[config.mk]
export PLATFORM = sky130hd
export DESIGN_NAME = neural_pio_sequencer
export DESIGN_NICKNAME = d
export VERILOG_FILES = /design/src/rtl/neural_pio_pkg.sv /design/src/rtl/neural_layer_timer.sv /design/src/rtl/neural_pio_sequencer.sv
export SDC_FILE = /design/constraint.sdc
export NUM_CORES = 1
export LEC_CHECK = 0
export CORE_ASPECT_RATIO = 2
export CORE_MARGIN = 2
export CORE_UTILIZATION = 40
export CTS_BUF_LIST = sky130_fd_sc_hd__clkbuf_8
export DETAILED_ROUTE_END_ITERATION = 12
export PLACE_DENSITY = 0.67
export SETUP_SLACK_MARGIN = 0.1
export SYNTH_ARGS = -nofsm -noshare
export SYNTH_HDL_FRONTEND = slang
export SYNTH_HIERARCHICAL = 1
export SYNTH_SLANG_ARGS = --single-unit
[constraint.sdc]
create_clock -name clk_clk -period 2.22 [get_ports clk_clk]
set_clock_uncertainty 0.1 [all_clocks]
set_input_delay 0.444 -clock clk_clk [delete_from_list [all_inputs] [get_ports clk_clk]]
set_output_delay 0.444 -clock clk_clk [all_outputs]
set_load 0.005 [all_outputs]
[src/rtl/neural_pio_pkg.sv]
// Shared definitions for the Nios PIO command sequencer: opcodes, status
// codes, command/response field positions and FSM state encoding.
package neural_pio_pkg;

  typedef enum logic [2:0] {
    OP_NOP       = 3'd0,
    OP_WR_WEIGHT = 3'd1,
    OP_WR_INPUT  = 3'd2,
    OP_RUN       = 3'd3,
    OP_RD_OUTPUT = 3'd4,
    OP_CLEAR     = 3'd5,
    OP_BAD6      = 3'd6,
    OP_BAD7      = 3'd7
  } opcode_e;

  typedef enum logic [1:0] {
    STAT_OK       = 2'd0,
    STAT_BAD_OP   = 2'd1,
    STAT_BAD_ADDR = 2'd2,
    STAT_TIMEOUT  = 2'd3
  } status_e;

  typedef enum logic [2:0] {
    S_IDLE,
    S_DECODE,
    S_EXEC,
    S_READ_WAIT,
    S_RUN_START,
    S_RUN_WAIT,
    S_RESPOND
  } state_e;

  // Command word fields
  localparam int unsigned CMD_TOG_BIT = 31;
  localparam int unsigned CMD_OP_LO   = 28;
  localparam int unsigned CMD_ADDR_LO = 16;
  localparam int unsigned CMD_DATA_LO = 0;

  // Response word fields
  localparam int unsigned RSP_BUSY_BIT = 30;

  // Assemble a response word: ack, busy, status, addr echo, data
  function automatic logic [31:0] pack_rsp(input logic ack, input logic busy,
                                           input status_e st,
                                           input logic [11:0] addr,
                                           input logic [15:0] data);
    return {ack, busy, st, addr, data};
  endfunction

endpackage

[src/rtl/neural_layer_timer.sv]
// Loadable 16-bit saturating cycle counter; expired flags when LIMIT reached.
module neural_layer_timer #(
  parameter int unsigned LIMIT = 65535
) (
  input  logic clk,
  input  logic rst,
  input  logic load,
  input  logic en,
  output logic expired
);

  localparam logic [15:0] LIMIT_W = 16'(LIMIT);

  logic [15:0] cnt_q, cnt_d;

  // Next count: load clears, enable increments until saturation
  always_comb begin
    cnt_d = cnt_q;
    if (load) begin
      cnt_d = '0;
    end else if (en && (cnt_q != '1)) begin
      cnt_d = cnt_q + 16'd1;
    end
  end

  // Counter register
  always_ff @(posedge clk) begin
    if (rst) begin
      cnt_q <= '0;
    end else begin
      cnt_q <= cnt_d;
    end
  end

  assign expired = (cnt_q >= LIMIT_W);

endmodule

[src/rtl/neural_pio_sequencer.sv]
// Command sequencer between the Nios PIO mailbox and the neural datapath.
module neural_pio_sequencer
  import neural_pio_pkg::*;
#(
  parameter int unsigned ADDR_W      = 12,
  parameter int unsigned DATA_W      = 16,
  parameter int unsigned MAX_LAYERS  = 8,
  parameter int unsigned LAYER_W     = 3,
  parameter int unsigned TIMEOUT_CYC = 65535
) (
  input  logic               clk_clk,
  input  logic               reset_reset,
  input  logic [31:0]        to_hw_port,
  output logic [31:0]        to_sw_port,
  input  logic               abort_req,
  output logic               wmem_we,
  output logic               imem_we,
  output logic [ADDR_W-1:0]  mem_addr,
  output logic [DATA_W-1:0]  mem_wdata,
  input  logic [DATA_W-1:0]  omem_rdata,
  output logic               mac_start,
  output logic [LAYER_W-1:0] mac_layer,
  input  logic               mac_done
);

  localparam logic [LAYER_W:0]  MAX_N     = (LAYER_W+1)'(MAX_LAYERS);
  localparam logic [LAYER_W:0]  ONE_N     = (LAYER_W+1)'(1);
  localparam logic [DATA_W-1:0] ABORT_TAG = DATA_W'(16'hAB00);

  state_e              state_q, state_d;
  logic                last_tog_q, last_tog_d;
  logic [31:0]         cmd_q, cmd_d;
  status_e             rsp_status_q, rsp_status_d;
  logic [DATA_W-1:0]   rsp_data_q, rsp_data_d;
  logic                rd_phase_q, rd_phase_d;
  logic [LAYER_W:0]    k_q, k_d;
  logic [31:0]         to_sw_q, to_sw_d;
  logic                wmem_we_q, wmem_we_d;
  logic                imem_we_q, imem_we_d;
  logic [ADDR_W-1:0]   mem_addr_q, mem_addr_d;
  logic [DATA_W-1:0]   mem_wdata_q, mem_wdata_d;
  logic                mac_start_q, mac_start_d;
  logic [LAYER_W-1:0]  mac_layer_q, mac_layer_d;

  logic                timer_load, timer_en, timer_expired;

  opcode_e             cmd_op;
  logic [ADDR_W-1:0]   cmd_addr;
  logic [DATA_W-1:0]   cmd_data;
  logic [LAYER_W:0]    run_n;
  logic                run_n_ok;

  assign cmd_op   = opcode_e'(cmd_q[CMD_OP_LO +: 3]);
  assign cmd_addr = cmd_q[CMD_ADDR_LO +: ADDR_W];
  assign cmd_data = cmd_q[CMD_DATA_LO +: DATA_W];
  assign run_n    = cmd_q[CMD_ADDR_LO +: LAYER_W+1];
  assign run_n_ok = (run_n != '0) && (run_n <= MAX_N);
  assign timer_en = (state_q == S_RUN_START) || (state_q == S_RUN_WAIT);

  neural_layer_timer #(
    .LIMIT(TIMEOUT_CYC)
  ) u_timer (
    .clk     (clk_clk),
    .rst     (reset_reset),
    .load    (timer_load),
    .en      (timer_en),
    .expired (timer_expired)
  );

  // FSM next-state and registered-output computation
  always_comb begin
    state_d      = state_q;
    last_tog_d   = last_tog_q;
    cmd_d        = cmd_q;
    rsp_status_d = rsp_status_q;
    rsp_data_d   = rsp_data_q;
    rd_phase_d   = rd_phase_q;
    k_d          = k_q;
    to_sw_d      = to_sw_q;
    wmem_we_d    = 1'b0;
    imem_we_d    = 1'b0;
    mem_addr_d   = mem_addr_q;
    mem_wdata_d  = mem_wdata_q;
    mac_start_d  = 1'b0;
    mac_layer_d  = mac_layer_q;
    timer_load   = 1'b0;

    case (state_q)
      S_IDLE: begin
        if (to_hw_port[CMD_TOG_BIT] != last_tog_q) begin
          cmd_d                 = to_hw_port;
          last_tog_d            = to_hw_port[CMD_TOG_BIT];
          to_sw_d[RSP_BUSY_BIT] = 1'b1;
          state_d               = S_DECODE;
        end
      end

      S_DECODE: begin
        mem_addr_d   = cmd_addr;
        mem_wdata_d  = cmd_data;
        rsp_status_d = STAT_OK;
        rsp_data_d   = cmd_data;
        state_d      = S_EXEC;
        case (cmd_op)
          OP_WR_WEIGHT: wmem_we_d = 1'b1;
          OP_WR_INPUT:  imem_we_d = 1'b1;
          OP_RUN: begin
            if (run_n_ok) begin
              k_d         = '0;
              mac_layer_d = '0;
              mac_start_d = 1'b1;
              timer_load  = 1'b1;
              state_d     = S_RUN_START;
            end else begin
              rsp_status_d = STAT_BAD_ADDR;
              rsp_data_d   = '0;
            end
          end
          OP_RD_OUTPUT: begin
            rd_phase_d = 1'b0;
            state_d    = S_READ_WAIT;
          end
          OP_CLEAR: rsp_data_d = '0;
          OP_BAD6, OP_BAD7: begin
            rsp_status_d = STAT_BAD_OP;
            rsp_data_d   = '0;
          end
          default: ;
        endcase
      end

      S_EXEC: state_d = S_RESPOND;

      // First cycle lets the memory see mem_addr; second captures its data
      S_READ_WAIT: begin
        if (!rd_phase_q) begin
          rd_phase_d = 1'b1;
        end else begin
          rsp_data_d = omem_rdata;
          state_d    = S_RESPOND;
        end
      end

      S_RUN_START: begin
        if (abort_req) begin
          rsp_status_d = STAT_TIMEOUT;
          rsp_data_d   = ABORT_TAG | DATA_W'(k_q);
          state_d      = S_RESPOND;
        end else begin
          state_d = S_RUN_WAIT;
        end
      end

      // Abort outranks mac_done, which outranks the timeout
      S_RUN_WAIT: begin
        if (abort_req) begin
          rsp_status_d = STAT_TIMEOUT;
          rsp_data_d   = ABORT_TAG | DATA_W'(k_q);
          state_d      = S_RESPOND;
        end else if (mac_done) begin
          if (k_q == (run_n - ONE_N)) begin
            rsp_status_d = STAT_OK;
            rsp_data_d   = DATA_W'(run_n);
            state_d      = S_RESPOND;
          end else begin
            k_d         = k_q + ONE_N;
            mac_layer_d = k_d[LAYER_W-1:0];
            mac_start_d = 1'b1;
            timer_load  = 1'b1;
            state_d     = S_RUN_START;
          end
        end else if (timer_expired) begin
          rsp_status_d = STAT_TIMEOUT;
          rsp_data_d   = DATA_W'(k_q);
          state_d      = S_RESPOND;
        end
      end

      S_RESPOND: begin
        to_sw_d = pack_rsp(cmd_q[CMD_TOG_BIT], 1'b0, rsp_status_q,
                           cmd_addr, rsp_data_q);
        state_d = S_IDLE;
      end

      default: state_d = S_IDLE;
    endcase
  end

  // State and output registers; reset re-samples the software toggle
  always_ff @(posedge clk_clk) begin
    if (reset_reset) begin
      state_q      <= S_IDLE;
      last_tog_q   <= to_hw_port[CMD_TOG_BIT];
      cmd_q        <= '0;
      rsp_status_q <= STAT_OK;
      rsp_data_q   <= '0;
      rd_phase_q   <= 1'b0;
      k_q          <= '0;
      to_sw_q      <= '0;
      wmem_we_q    <= 1'b0;
      imem_we_q    <= 1'b0;
      mem_addr_q   <= '0;
      mem_wdata_q  <= '0;
      mac_start_q  <= 1'b0;
      mac_layer_q  <= '0;
    end else begin
      state_q      <= state_d;
      last_tog_q   <= last_tog_d;
      cmd_q        <= cmd_d;
      rsp_status_q <= rsp_status_d;
      rsp_data_q   <= rsp_data_d;
      rd_phase_q   <= rd_phase_d;
      k_q          <= k_d;
      to_sw_q      <= to_sw_d;
      wmem_we_q    <= wmem_we_d;
      imem_we_q    <= imem_we_d;
      mem_addr_q   <= mem_addr_d;
      mem_wdata_q  <= mem_wdata_d;
      mac_start_q  <= mac_start_d;
      mac_layer_q  <= mac_layer_d;
    end
  end

  assign to_sw_port = to_sw_q;
  assign wmem_we    = wmem_we_q;
  assign imem_we    = imem_we_q;
  assign mem_addr   = mem_addr_q;
  assign mem_wdata  = mem_wdata_q;
  assign mac_start  = mac_start_q;
  assign mac_layer  = mac_layer_q;

endmodule

Word level (Yosys, flattened, before mapping)
Cells that the tools add are included.
{ "op_classes": {"n_addsub": 3, "magnitude_cmp": 2, "eq_ne": 27, "n_mux": 54, "n_bitwise": 1, "n_reduce_logical": 24} }
{ "ops": {"columns": ["cell", "n"], "rows": [
  ["2-to-1 mux 16 bit", 7],
  ["case mux 16 bit (4 select lines)", 1],
  ["2-to-1 mux 3 bit", 11],
  ["case mux 16 bit (2 select lines)", 1],
  ["== test 3 bit (second input constant)", 7],
  ["2-to-1 mux 4 bit", 5],
  ["case mux 3 bit (6 select lines)", 1],
  ["adder 16 x 1 -> 16 bit (second input constant)", 1],
  [">= comparator 16 bit (second input constant)", 1],
  ["2-to-1 mux 2 bit", 8],
  ["inequality test 16 bit (second input constant)", 1],
  ["inequality test 2 bit (second input constant)", 8],
  ["== test 3 x 2 -> 1 bit (second input constant)", 4],
  ["2-to-1 mux 1 bit", 12],
  ["case mux 3 bit (2 select lines)", 2],
  ["nonzero test 2 bit", 5],
  ["case mux 4 bit (2 select lines)", 1],
  ["AND reduction 2 bit", 4],
  ["nonzero test 4 bit", 2],
  ["== test 3 x 1 -> 1 bit (second input constant)", 2],
  ["case mux 1 bit (2 select lines)", 3],
  ["case mux 2 bit (3 select lines)", 1],
  ["AND reduction 6 bit", 1],
  ["OR reduction 2 bit", 3],
  ["other kinds (18)", 19]
]} }
{ "word_totals": {"register_bits": 141, "in_bits": 52, "output_inout_bits": 66, "elab_cells": 127} }

Logic depth before layout (Yosys ltp)
Gate-level depths: netlist (run 1).
{ "logic_depth": {"word_depth": 7, "ltp_mapped": 12, "ltp_nobuf": 10} }

Hierarchy
Netlist (run 1), hierarchy kept.
{ "by_module_without_submodules": {"columns": ["mod", "n_inst", "cells_per_inst", "area_per_inst_um2", "seq_area_each_um2"], "rows": [
  ["neural_pio_sequencer", 1, 605, 4962.3, 2452.4],
  ["neural_layer_timer", 1, 92, 827.0, 320.3]
]} }

Worst setup path before layout (run 1)
No wires, ideal clock.
{ "synth_path": {"path_type": "register to register", "start": "reg cmd_q[16]", "end": "reg u_timer.cnt_q[12]", "setup_ps": 86, "arrival_time_ps": 2225, "t_required_ps": 2034, "path_slack_ps": -190, "stages_incl_launch_ff": 12, "path_buffers": 3, "period_less_slack_ps": 2410, "path_cell_list": "dfxtp_1 > clkbuf_2 > inv_1 > ha_1 > xor2_1 > nand3_2 > o21ai_2 > buf_2 > nand2_1 > or2_2 > clkbuf_1 > a211oi_1"} }
{ "synth_between": {"elab_chain_len": 7, "word_cells_on_any_way": 12, "classes_between": "1 x add/sub; 1 x order compare; 1 x eq/ne; 6 x mux; 3 x reduce/logical"} }
{ "synth_rtl": {"columns": ["item", "line_no", "text"], "rows": [
  ["from (decl)", "neural_pio_sequencer.sv:32", "logic [31:0] cmd_q, cmd_d;"],
  ["from (signal assigned)", "neural_pio_sequencer.sv:209", "cmd_q <= cmd_d;"],
  ["subtractor 4 x 1 -> 4 bit", "neural_pio_sequencer.sv:161", "if (k_q == (run_n - ONE_N)) begin"],
  ["== test 4 bit", "neural_pio_sequencer.sv:161", null],
  ["2-to-1 mux 1 bit (3 in a row)", null, null],
  ["case mux 1 bit (2 select lines) (*)", null, null],
  ["named net mac_start_d", "neural_pio_sequencer.sv:42", "logic mac_start_q, mac_start_d;"],
  ["OR reduction 2 bit (no line) (*)", null, null],
  ["to (signal assigned)", "neural_layer_timer.sv:31", "cnt_q <= cnt_d;"],
  ["to (decl)", "neural_layer_timer.sv:14", "logic [15:0] cnt_q, cnt_d;"]
]} }
Mark *: on every way through the listed nets, which the timed path passes. The rest lies on a longest branch.
A chain may end at the register's enable or synchronous reset.

Worst setup path after layout (run 1)
{ "layout_path": {"start": "reg cmd_q[17]", "end": "reg u_timer.cnt_q[8]"} }
The elaborated chain is that of the path after synthesis.

==> impl_metrics.csv, run 1 <==
group,metric,value,unit
finish,multi_input_area,0.00294,mm²
synth,synth_area,0.00579,mm²
synth,synth_edf_count,1,
synth,synthMuxAreaShare,0,%
clock_tree,clk_latency,0.45,ns
setup_path,r2r_cells,10,
placed_design,port_buffers,117,
synth,synthArstFlopShare,0,%
synth,synth.area.top_cells,"dfxtp_1 (47%), nand2_1 (13%), a21oi_1 (11%), clkbuf_1 (2.4%), a211oi_2 (2.2%)",
finish,stdcell_count,1044,
synth,synth_top_cell_by_area,"dfxtp_1",
sta,slew_headroom,53.8,%
setup_path,cp_max_fo,7,
sta,max_slew.worst_pin.slew,0.693,ns
sta,period_share,96.2,%
detailed_routing,drt-pass1-iter-count,8,
sta,period_needed,2.14,ns
clock_tree,ctsLongestPathBuffers,2,
floorplan,fp.dieH,174,µm
sta,fin_tns_setup,0,ns
setup_path,required,2.50,ns
sta,rsz0062_at_grt,"true",
setup_path,end_kind,"flip-flop",
synth,synth-seq-cells,138,
detailed_routing,via_per_inst,5.36,
floorplan,initial_core_util,40.6,%
detailed_routing,postRouteAntennaNets,0,
clock_tree,cts.sinks,138,
synth,synth_top_family_by_area,"compound AO/OA/AOI/OAI gates",
detailed_routing,drc_errors,0,
setup_path,r2r_end,"u_timer/cnt_q[8]",
synth,syn_avg_cell_area,8.31,µm²
setup_path,rrSetupSlack,0.08,ns
placed_design,dp_cells,998,
global_route,grt_max_degree,69,
clock_tree,cts_htree_levels,4,
detailed_routing,drt_iter0_drc,454,
sta,fmax,0.468,GHz
flow_run,maxCapViolations,0,
synth,synth_xor_area_share,1.75,%
setup_path,crit_path_max_incr_delay,0.34,ns
sta,setup_viol,0,
setup_path,worstPathCellList,"inv_2 -> buf_6 -> ha_4 -> xor2_1 -> nand3_2 -> o21ai_4 -> nand2_2 -> or2_4 -> buf_12 -> a211oi_2",
setup_path,r2r_start,"cmd_q[17]",
min_path,hold_start,"rsp_data_q[3]",
synth,synth_top_area_share,47.4,%
min_path,hp-class,"flip-flop to flip-flop",
synth,synth_cells,697,
synth,synthTopCellsByCount,"nand2_1 (207), dfxtp_1 (137), a21oi_1 (124)",
setup_path,critical_path_class,"flip-flop to flip-flop",
sta,finalHoldViolCount,0,
synth,synth_compound_gate_area_share,22.5,%
global_route,grt_pass1_vias,5496,
clock_tree,clkTransAtPathRegs,0.09,ns
power,p_per_area,1070,mW/mm²
setup_path,cp_data_arrival_time,2.42,ns
clock_tree,cts_tree,"built",
power,power,8.86,mW
synth,ys.flop_type,"dfxtp_1",
power,peakVddDrop,698,µV
finish,antenna_cells,0,
clock_tree,cts-buffers-inserted,17,
finish,finalNetCount,895,
detailed_routing,drt_wl_total,17400,µm
setup_path,worst_setup_path_start_kind,"flip-flop",
floorplan,core-area,0.0143,mm²
global_route,grt_pass1_wl,27200,µm
placed_design,dp_hpwl,12200,µm
global_route,grt_antenna_before_repair,0,
synth,synth_fa_ha_area_share,0.864,%
global_route,overflow,0,
setup_path,endpoint,"u_timer/cnt_q[8]",
synth,synth_simple_gate_area_share,21.7,%
finish,register_area,0.00278,mm²
placed_design,pre_cts_slack,-0.157,ns
global_route,grt_usage,22.5,%
power,p_leak,2.89,nW
finish,area_growth,42.7,%
detailed_routing,routedWlPerCell,16.6,µm
floorplan,die_x,89.1,µm
clock_tree,cts_root_buf,"clkbuf_8",
placed_design,gp_congestion,0.875,
sta,drv_slew,0,
synth,syn_nets,753,
run_status,status,"finished, final reports clean",
synth,synth.most_common_cell,"nand2_1",
synth,ys_seq_area_share,47.9,%
floorplan,dieArea,0.0155,mm²
floorplan,std_cell_rows,62,
finish,fin_util,57.9,%
setup_path,crit_start,"cmd_q[17]",
finish,nFillCells,1303,
synth,ys_types,67,
min_path,hold_depth,2,
setup_path,cp_slowest_cell,"dfxtp_2",
clock_tree,holdBufCountCts,0,
floorplan,io_pins,118,
sta,finalWorstSetupSlack,0.0842,ns
finish,drive_gt1_share,19.0,%
synth,ys_warn_count,6,
detailed_routing,vias,5598,
==> state kept, by name, indices dropped and copies added (netlist names), 2 cells and up <==
signal / count
state_q: 3
mem_addr: 12
mem_wdata: 16
rsp_data_q: 16
rsp_status_q: 2
u_timer/cnt_q: 16
to_sw_port: 32
k_q: 4
cmd_q: 32
==> metrics by stage <==
step           instance area, µm²  hold slack [ns]
6_report                     8260            0.356
3_5_place_dp                 7440            0.342
3_3_place_gp                 7440            0.344
4_1_cts                      8090            0.353
2_1_floorplan                5900            0.332
5_1_grt                      8260            0.373
==> metal layers <==
layer	track usage [%]	share of wire (%)	up-vias	wire (µm)
li1	-	-	2710	-
met1	24.3	37	2682	6510
met2	40.5	54	167	9340
met3	4.70	5.1	39	877
met4	10.5	3.7	0	635
met5	0	0	-	0
==> worst max-delay path: cells and delay by family (launching register included) <==
family / cells / cell delay [ns]
xor+xnor: 1 / 0.18
fa+ha+maj: 1 / 0.25
flops: 1 / 0.34
simple gates: 3 / 0.50
buf+inv: 3 / 0.30
compound gates: 2 / 0.39
==> placed cells by master (no fill, tap or decap), types with 3 or more instances in the layout <==
cell | netlist | layout
nand3_1 | 10 | 10
or4_1 | 4 | 4
a221oi_4 | 0 | 4
xor2_1 | 4 | 4
inv_6 | 0 | 4
buf_6 | 5 | 3
a211oi_2 | 10 | 13
a22oi_1 | 8 | 3
clkdlybuf4s50_1 | 0 | 116
inv_1 | 6 | 4
and3_1 | 4 | 4
o21ai_0 | 9 | 8
a311oi_2 | 4 | 4
and2_1 | 6 | 5
nor2_1 | 15 | 14
nand2_1 | 207 | 203
ha_4 | 0 | 3
dfxtp_2 | 0 | 7
a22oi_2 | 0 | 5
buf_12 | 0 | 7
nand4_1 | 4 | 4
a31oi_1 | 3 | 3
xnor2_1 | 5 | 4
or3_1 | 5 | 5
dfxtp_1 | 137 | 130
a222oi_1 | 4 | 4
bufinv_16 | 0 | 6
o41ai_2 | 1 | 3
o31ai_1 | 6 | 6
buf_4 | 6 | 51
a21oi_1 | 124 | 122
o21ai_1 | 3 | 3
nor3_1 | 5 | 5
clkbuf_8 | 0 | 18
==> timing repair <==
| action | in CTS | in global routing |
|---|---|---|
| buffers inserted | 5 | 8 |
| gates cloned | 1 | 0 |
| gates resized for setup | 16 | 23 |
| hold endpoints to repair | 0 | 0 |
| setup endpoints to repair | 17 | 31 |
| pin swaps | 24 | 8 |
==> power by group <==
group	leakage (nW)	switching, mW	internal, mW
logic	1.51	1.68	1.40
clock network	0.253	1.07	1.51
registers	1.13	0.322	2.87
==> cells by family after synthesis <==
family | Yosys count
buffers and inverters | 64
flip-flops | 138
AND/OR/NAND/NOR | 281
adder cells (fa/ha/maj) | 4
AO/OA/AOI/OAI | 200
XOR/XNOR | 10
==> worst min-delay path by stage <==
stage / to / slack (ns)
2_1_floorplan: to_sw_port[0] / 0.33
3_3_place_gp: mem_wdata[3] / 0.34
3_5_place_dp: to_sw_port[3] / 0.34
4_1_cts: to_sw_port[5] / 0.35
5_1_grt: mem_wdata[6] / 0.37
6_report: to_sw_port[3] / 0.36
==> area by class of cell <==
| cell class | instances | area share [%] |
|---|---|---|
| clock buffer | 18 | 3.00 |
| clock inverter | 14 | 3.09 |
| inverter | 8 | 0.424 |
| multi-input combinational | 495 | 35.6 |
| sequential | 138 | 33.7 |
| tap | 192 | 2.91 |
| timing repair buffer | 179 | 21.3 |
No activity file was read; power rests on OpenSTA's default activity.
==> run 2: changes to the inputs <==
Settings changed: CORE_UTILIZATION 40 to 24, GPL_ROUTABILITY_DRIVEN from default to 1, PLACE_DENSITY 0.67 to default.
==> impl_metrics.csv, run 2 (synthesis results as in run 1) <==
group,metric,value,unit
placed_design,pre_cts_slack,-0.0905,ns
sta,drv_slew,0,
global_route,grt_pass1_vias,5274,
min_path,hp-class,"input port to flip-flop",
power,peakVddDrop,451,µV
detailed_routing,drt_wl_total,19000,µm
floorplan,io_pins,118,
floorplan,std_cell_rows,80,
clock_tree,ctsLongestPathBuffers,2,
finish,multi_input_area,0.00295,mm²
setup_path,cp_max_fo,8,
sta,period_needed,2.14,ns
placed_design,gp_congestion,0.862,
clock_tree,cts_htree_levels,4,
placed_design,port_buffers,117,
clock_tree,cts_tree,"built",
detailed_routing,drt_iter0_drc,336,
detailed_routing,postRouteAntennaNets,0,
floorplan,core-area,0.0238,mm²
sta,fmax,0.468,GHz
power,p_per_area,1030,mW/mm²
finish,drive_gt1_share,21.5,%
clock_tree,clkTransAtPathRegs,0.08,ns
floorplan,initial_core_util,24.3,%
setup_path,cp_data_arrival_time,2.40,ns
sta,slew_headroom,63.2,%
sta,setup_viol,0,
finish,register_area,0.00279,mm²
setup_path,end_kind,"flip-flop",
sta,finalWorstSetupSlack,0.0810,ns
detailed_routing,drc_errors,0,
flow_run,maxCapViolations,0,
floorplan,dieArea,0.0255,mm²
floorplan,fp.dieH,224,µm
finish,area_growth,45.5,%
power,p_leak,2.92,nW
finish,layout_common_cells,"nand2_1 (201), dfxtp_1 (123), a21oi_1 (118), clkdlybuf4s50_1 (116), buf_4 (55)",
sta,rsz0062_at_grt,"true",
run_status,status,"finished, final reports clean",
sta,finalHoldViolCount,0,
setup_path,required,2.48,ns
detailed_routing,via_per_inst,4.75,
global_route,grt_max_degree,80,
clock_tree,cts-buffers-inserted,17,
finish,final_common_cell,"nand2_1",
global_route,grt_usage,14.8,%
clock_tree,cts_root_buf,"clkbuf_8",
sta,max_slew.worst_pin.slew,0.551,ns
setup_path,worst_setup_path_start_kind,"flip-flop",
global_route,grt_antenna_before_repair,1,
detailed_routing,routedWlPerCell,16.6,µm
power,power,8.67,mW
sta,period_share,96.4,%
clock_tree,clk_latency,0.46,ns
global_route,overflow,0,
setup_path,critical_path_class,"flip-flop to flip-flop",
placed_design,dp_hpwl,13800,µm
finish,finalNetCount,903,
finish,nFillCells,2467,
detailed_routing,drt-pass1-iter-count,5,
clock_tree,holdBufCountCts,0,
floorplan,die_x,114,µm
clock_tree,cts.sinks,138,
global_route,grt_pass1_wl,28800,µm
sta,timing.hold.ws,0.199,ns
detailed_routing,vias,5452,
run 2: cell count changes in the layout (fill, tap and decap cells not counted), sizes merged:
cell,previous run,this run
diode,0,1
and2,6,7
clkinv,2,5
clkinvlp,0,1
inv,14,10
buf,63,70
run 2: through the flow:
stage               instance area, µm²  utilization, %  setup TNS, ns  std cells
floorplan                         5900               -         -0.113        697
global placement                  7610            32.0         -0.785       1102
detailed placement                7610            32.0         -0.871       1102
CTS                               8200            34.4              0       1141
global route                      8420            35.4        -0.0584       1148
finish                            8420            35.4              0       1148
run 2: cell type report:
cell class,count,share of cell area (%)
clock inverter,14,2.70
multi-input combinational,496,35.1
inverter,8,0.416
clock buffer,18,2.94
antenna,1,0.0297
timing repair buffer,186,21.4
tap,287,4.26
sequential,138,33.1
run 2: path summary, 6_finish.rpt:
| kind | depth (start not counted) | to | startpoint | slack, ns |
|---|---|---|---|---|
| setup / recovery | 9 | u_timer/cnt_q[7] | cmd_q[17] | 0.08 |
| hold / removal | 2 | state_q[1] | reset_reset | 0.20 |
| setup reg to reg | 9 | u_timer/cnt_q[7] | cmd_q[17] | 0.08 |
| hold reg to reg | 2 | to_sw_port[6] | rsp_data_q[6] | 0.35 |
run 2: report_power, final:
group / internal, mW / switching (mW)
clock network: 1.47 / 0.991
registers: 2.88 / 0.320
logic: 1.35 / 1.65
run 2: worst max-delay path: stages, from the launching register on:
cell and delay (ns):
dfxtp_2 0.34, inv_2 0.05, buf_4 0.13, ha_4 0.24, xor2_2 0.16, nand3_2 0.15, o21ai_4 0.21, nand2_2 0.09
or2_4 0.29, o41ai_2 0.29
run 2: timing repair:
action,in CTS,in global routing
endpoints found under the hold margin,0,0
endpoints found under the setup margin,24,34
gates resized for setup,12,47
pin swaps,17,19
setup buffers,6,6
cloned,1,1
run 2: metal layers:
metal | part of all wire, % | up-vias | global-route usage, %
met5 | 0 | - | 0
met4 | 4.6 | 0 | 8.93
met3 | 3.2 | 50 | 3.03
met2 | 53 | 156 | 25.9
met1 | 39 | 2524 | 16.2
li1 | - | 2722 | -
==> run 3: changes to the inputs <==
Clock period 2.22 ns to 1.74 ns, I/O delays scaled along.
==> impl_metrics.csv, run 3 (synthesis results as in run 1) <==
group,metric,value,unit
run_status,failed_checks,"setup timing",
global_route,grt_pass1_wl,30300,µm
sta,period_share,122,%
floorplan,std_cell_rows,80,
detailed_routing,drc_errors,0,
min_path,min_to,"rd_phase_q",
power,swShare,36.5,%
global_route,overflow,0,
min_path,hold_start,"reset_reset",
detailed_routing,drt-pass1-iter-count,6,
clock_tree,holdBufCountCts,0,
setup_path,rrSetupSlack,-0.38,ns
sta,drv_slew,0,
power,p_switching,4.34,mW
setup_path,crit_path_max_incr_delay,0.34,ns
min_path,hp-class,"input port to flip-flop",
setup_path,critical_path_class,"flip-flop to flip-flop",
setup_path,worst_setup_path_start_kind,"flip-flop",
clock_tree,cts-buffers-inserted,17,
flow_run,maxCapViolations,0,
sta,timing.hold.ws,0.171,ns
sta,max_slew.worst_pin.slew,0.427,ns
sta,finalHoldViolCount,0,
finish,layout_common_cells,"nand2_1 (169), dfxtp_1 (96), buf_4 (89), a21oi_1 (84), dlygate4sd2_1 (63)",
setup_path,cp_num_buf_inv,2,
power,pwr-share-clk,23.6,%
power,p_leak,3.68,nW
clock_tree,clkTransAtPathRegs,0.08,ns
power,peakVddDrop,682,µV
placed_design,port_buffers,117,
clock_tree,cts_tree,"built",
floorplan,core-area,0.0238,mm²
floorplan,initial_core_util,24.3,%
sta,fmax,0.472,GHz
clock_tree,clk_latency,0.48,ns
setup_path,r2r_cells,9,
detailed_routing,routedWlPerCell,17.2,µm
placed_design,pre_cts_slack,-0.594,ns
finish,area_growth,60.4,%
sta,slew_headroom,71.2,%
finish,nFillCells,2408,
sta,setup_viol,46,
finish,drive_gt1_share,38.0,%
detailed_routing,vias,5771,
floorplan,io_pins,118,
power,p_seq_share,34.8,%
setup_path,worst_path_dominant_cell_family,"simple AND/OR/NAND/NOR gates",
setup_path,cp_data_arrival_time,2.41,ns
min_path,hold_depth,2,
clock_tree,cts_root_buf,"clkbuf_8",
detailed_routing,drt_wl_total,20600,µm
finish,register_area,0.00283,mm²
finish,multi_input_area,0.00344,mm²
run_status,status,"finished with violations",
setup_path,cp_max_fo,6,
floorplan,dieArea,0.0255,mm²
detailed_routing,via_per_inst,4.82,
global_route,grt_antenna_before_repair,3,
placed_design,dp_hpwl,14100,µm
setup_path,r2r_end,"u_timer/cnt_q[7]",
setup_path,worstPathCellList,"inv_2 -> buf_6 -> ha_4 -> xor2_2 -> nand3_2 -> o21ai_4 -> nand2_4 -> or2_4 -> o41ai_2",
global_route,grt_usage,15.6,%
floorplan,fp.dieH,224,µm
setup_path,required,2.03,ns
setup_path,r2r_start,"cmd_q[17]",
finish,finalNetCount,951,
clock_tree,cts.sinks,138,
finish,final_common_cell,"nand2_1",
global_route,grt_max_degree,33,
power,internal_power,7.57,mW
power,p_comb_share,41.6,%
power,p_per_area,1280,mW/mm²
setup_path,end_kind,"flip-flop",
sta,rsz0062_at_grt,"true",
placed_design,gp_congestion,0.831,
finish,fin_util,39.0,%
detailed_routing,drt_iter0_drc,232,
clock_tree,cts_htree_levels,4,
sta,finalWorstSetupSlack,-0.380,ns
setup_path,cp_slowest_cell,"dfxtp_2",
global_route,grt_pass1_vias,5663,
clock_tree,ctsLongestPathBuffers,2,
sta,period_needed,2.12,ns
detailed_routing,postRouteAntennaNets,0,
floorplan,die_x,114,µm
[run 3: changes by cell type in the layout (fill, tap and decap cells not counted), moves of 27 or more]
cell             previous run  this run
a21oi_1                   118        84
a21oi_2                     6        39
buf_4                      55        89
clkdlybuf4s50_1           116        49
dfxtp_1                   123        96
dlygate4sd2_1               0        63
nand2_1                   201       169
nand2_4                     0        30
[run 3: area by class of cell]
| type | count | share of cell area [%] |
|---|---|---|
| multi-input cells | 497 | 37.1 |
| flip-flops and latches | 138 | 30.5 |
| repair buffers | 233 | 23.6 |
| well taps | 287 | 3.87 |
| clock buffers | 17 | 2.52 |
| clock inverters | 14 | 1.95 |
| inverters | 8 | 0.377 |
| diodes | 3 | 0.0808 |
[run 3: worst max path at each step]
| stage | slack, ns | end | start | cells after the start |
|---|---|---|---|---|
| floorplan | -0.49 | rsp_data_q[13] | u_timer/cnt_q[1] | 12 |
| global placement | -0.56 | u_timer/cnt_q[10] | abort_req | 7 |
| detailed placement | -0.59 | u_timer/cnt_q[10] | abort_req | 7 |
| CTS | -0.36 | rsp_data_q[15] | cmd_q[16] | 10 |
| global route | -0.46 | u_timer/cnt_q[7] | cmd_q[17] | 9 |
| finish | -0.38 | u_timer/cnt_q[7] | cmd_q[17] | 9 |
[run 3: power by group through the flow]
| stage | Clock (mW) | Sequential [mW] | Combinational, mW |
|---|---|---|---|
| after floorplan | 0 | 3.99 | 2.32 |
| after global placement | 0 | 4.09 | 3.58 |
| after detailed placement | 0 | 4.09 | 3.62 |
| after CTS | 2.88 | 4.08 | 4.41 |
| after global routing | 3.01 | 4.20 | 5.32 |
| final | 2.81 | 4.14 | 4.96 |
[run 3: stage by stage]
step	power [mW]	setup TNS [ns]	instance area (µm²)	instances
final	11.9	-10.40	9290	1197
after global routing	12.5	-13.83	9280	1196
after CTS	11.4	-11.30	8800	1182
after detailed placement	7.71	-31.30	7930	1136
after global placement	7.66	-31.15	7930	1136
after floorplan	6.31	-12.83	6000	697
[run 3: repair_timing]
action                                  CTS  global route
endpoints found under the setup margin  154           135
pin swaps                                51            52
setup buffers                            11            13
resized for setup                       193            91
cloned                                    4             3
[run 3: routing by layer]
layer	track usage [%]	vias to the layer above	share of wire, %
met4	10.3	2	4.7
met2	28.0	120	55
met1	15.9	2782	37
met3	3.63	47	2.9
met5	0	-	0.078
li1	-	2820	-
==> RTL edit: new RTL, settings of run 2 <==
Register the output `mem_wdata` once more; this adds one clock of latency there. The other outputs are not delayed to match.
--- a/src/rtl/neural_pio_sequencer.sv
+++ b/src/rtl/neural_pio_sequencer.sv
@@ -225,7 +225,9 @@
   assign wmem_we    = wmem_we_q;
   assign imem_we    = imem_we_q;
   assign mem_addr   = mem_addr_q;
-  assign mem_wdata  = mem_wdata_q;
+  always_ff @(posedge clk_clk) begin
+    mem_wdata <= mem_wdata_q;
+  end
   assign mac_start  = mac_start_q;
   assign mac_layer  = mac_layer_q;
 
Function: changed (Yosys sat finds a counterexample within 4 cycles, from zero or initial values and one cycle with reset_reset high).
==> RTL edit against run 2 <==
The run now ends with setup timing left; setup slack lost 0.27 ns; fmax shrank 11%; cell area grew 7.1%; first-iteration DRC count shrank 30%; sequential cell count grew 16; total power grew 1.2%; synthesized area grew 11%; wire length grew 9.0%; largest power group unchanged.
==> RTL edit: results (changes against run 2) <==
Final layout:
- The total of fill cells in the finished design is 2,796 (+13%).
- The layout cell share with drive strength beyond 1 is 16.3% (-5.2 points).

Critical path:
- The cell with the largest stage delay on the worst path is or4_4.
- The top fanout value on the critical path is 7 (-1).

Clock network:
- The number of post-CTS setup repair buffers came to 5 (-1).
- The total of cells resized after clock tree synthesis is 10 (-2).

Detailed routing:
- The via density per instance was 4.61 (-2.8%).
- The met3 routed wirelength is 721 um (+19%).
- The met2 routed wirelength is 11,700 um (+16%).
- The wire length per cell after detailed routing was 16.3 um (-1.9%).

Logic synthesis:
- The sequential element share of the synthesized area is 48.1% (+0.20 points).
- The cell count after synthesis is 769 (+10%).
- The net count of the mapped netlist came to 825 (+9.6%).
- Ranked by total cell area, the synthesized netlist is headed by dfxtp_1 (48%), nand2_1 (12%), a21oi_1 (9.8%).

Timing:
- The slack of the critical path is -0.193 ns (-0.274 ns).
- The final setup violation count is 31 (+31).

GRT:
- The first-pass GRT wire length was 32,200 um (+12%).
- The total routing usage reported by global routing is 14.8% (+0.051 points).
- The met3 track demand over resource is 2.93% (-0.099 points).
- The number of global-route vias before repair is 6,005 (+14%).

Placement:
- The HPWL after detailed placement came to 15,200 um (+11%).
- The cell count after placement is 1,236 (+12%).
- The worst setup timing slack at the placement stage was -0.246 ns (-0.155 ns).

Status:
- The flow ran to the end, but the final reports show violations.
- The final reports fail on setup timing.

Power:
- The worst ir drop on vdd came to 327 uV (-28%).
- The switching power share of the total is 33.5% (-0.70 points).
- The leakage power came to 3.27 nW (+12%).

Hold path:
- The worst hold path depth came to 0 (-2).
[RTL edit: changes by cell type after synthesis, moves of 8 or more]
cell,delta
inv_1,+22
dfxtp_1,+16
mux2i_1,+9
nand2b_1,+8
clkbuf_1,+8
nor2b_1,+13
a211oi_2,-10
a211o_1,+13
[RTL edit: stage by stage]
step | instance area [um^2] | util, % | hold slack [ns] | power [W] | TNS (ns)
2_1_floorplan | 6520 | - | 0.231 | 0.00505 | -6.74
3_3_place_gp | 8420 | 32.1 | 0.236 | 0.00621 | -4.37
3_5_place_dp | 8420 | 32.1 | 0.242 | 0.00623 | -5.43
4_1_cts | 8960 | 34.1 | 0.250 | 0.00883 | -4.16
5_1_grt | 9020 | 34.3 | 0.257 | 0.00924 | -6.19
6_report | 9020 | 34.3 | 0.250 | 0.00877 | -4.28
[RTL edit: layout make-up]
cell class / count / share of cell area (%)
clock inverters: 13 / 2.48
inverters: 28 / 1.19
clock buffers: 18 / 2.75
well taps: 344 / 4.77
multi-input cells: 533 / 34.6
diodes: 1 / 0.0277
flip-flops and latches: 154 / 34.4
repair buffers: 184 / 19.8
[RTL edit: kinds of logic (layout without fill, tap and decap cells)]
group	after synthesis	after routing	synth area share, %
AND/OR/NAND/NOR	303	304	22.0
AO/OA/AOI/OAI	194	194	18.2
flip-flops	154	154	48.1
buffers and inverters	83	243	5.58
multiplexers	22	22	4.09
XOR/XNOR	9	9	1.23
adder cells (fa/ha/maj)	4	4	0.778
other	0	1	0
[RTL edit: worst paths after layout]
path,from,endpoint
worst max-delay path,cmd_q[16],u_timer/cnt_q[7]
worst min-delay path,mem_wdata_q[6],mem_wdata[6]
worst max register to register,cmd_q[16],u_timer/cnt_q[7]
worst min register to register,mem_wdata_q[6],mem_wdata[6]
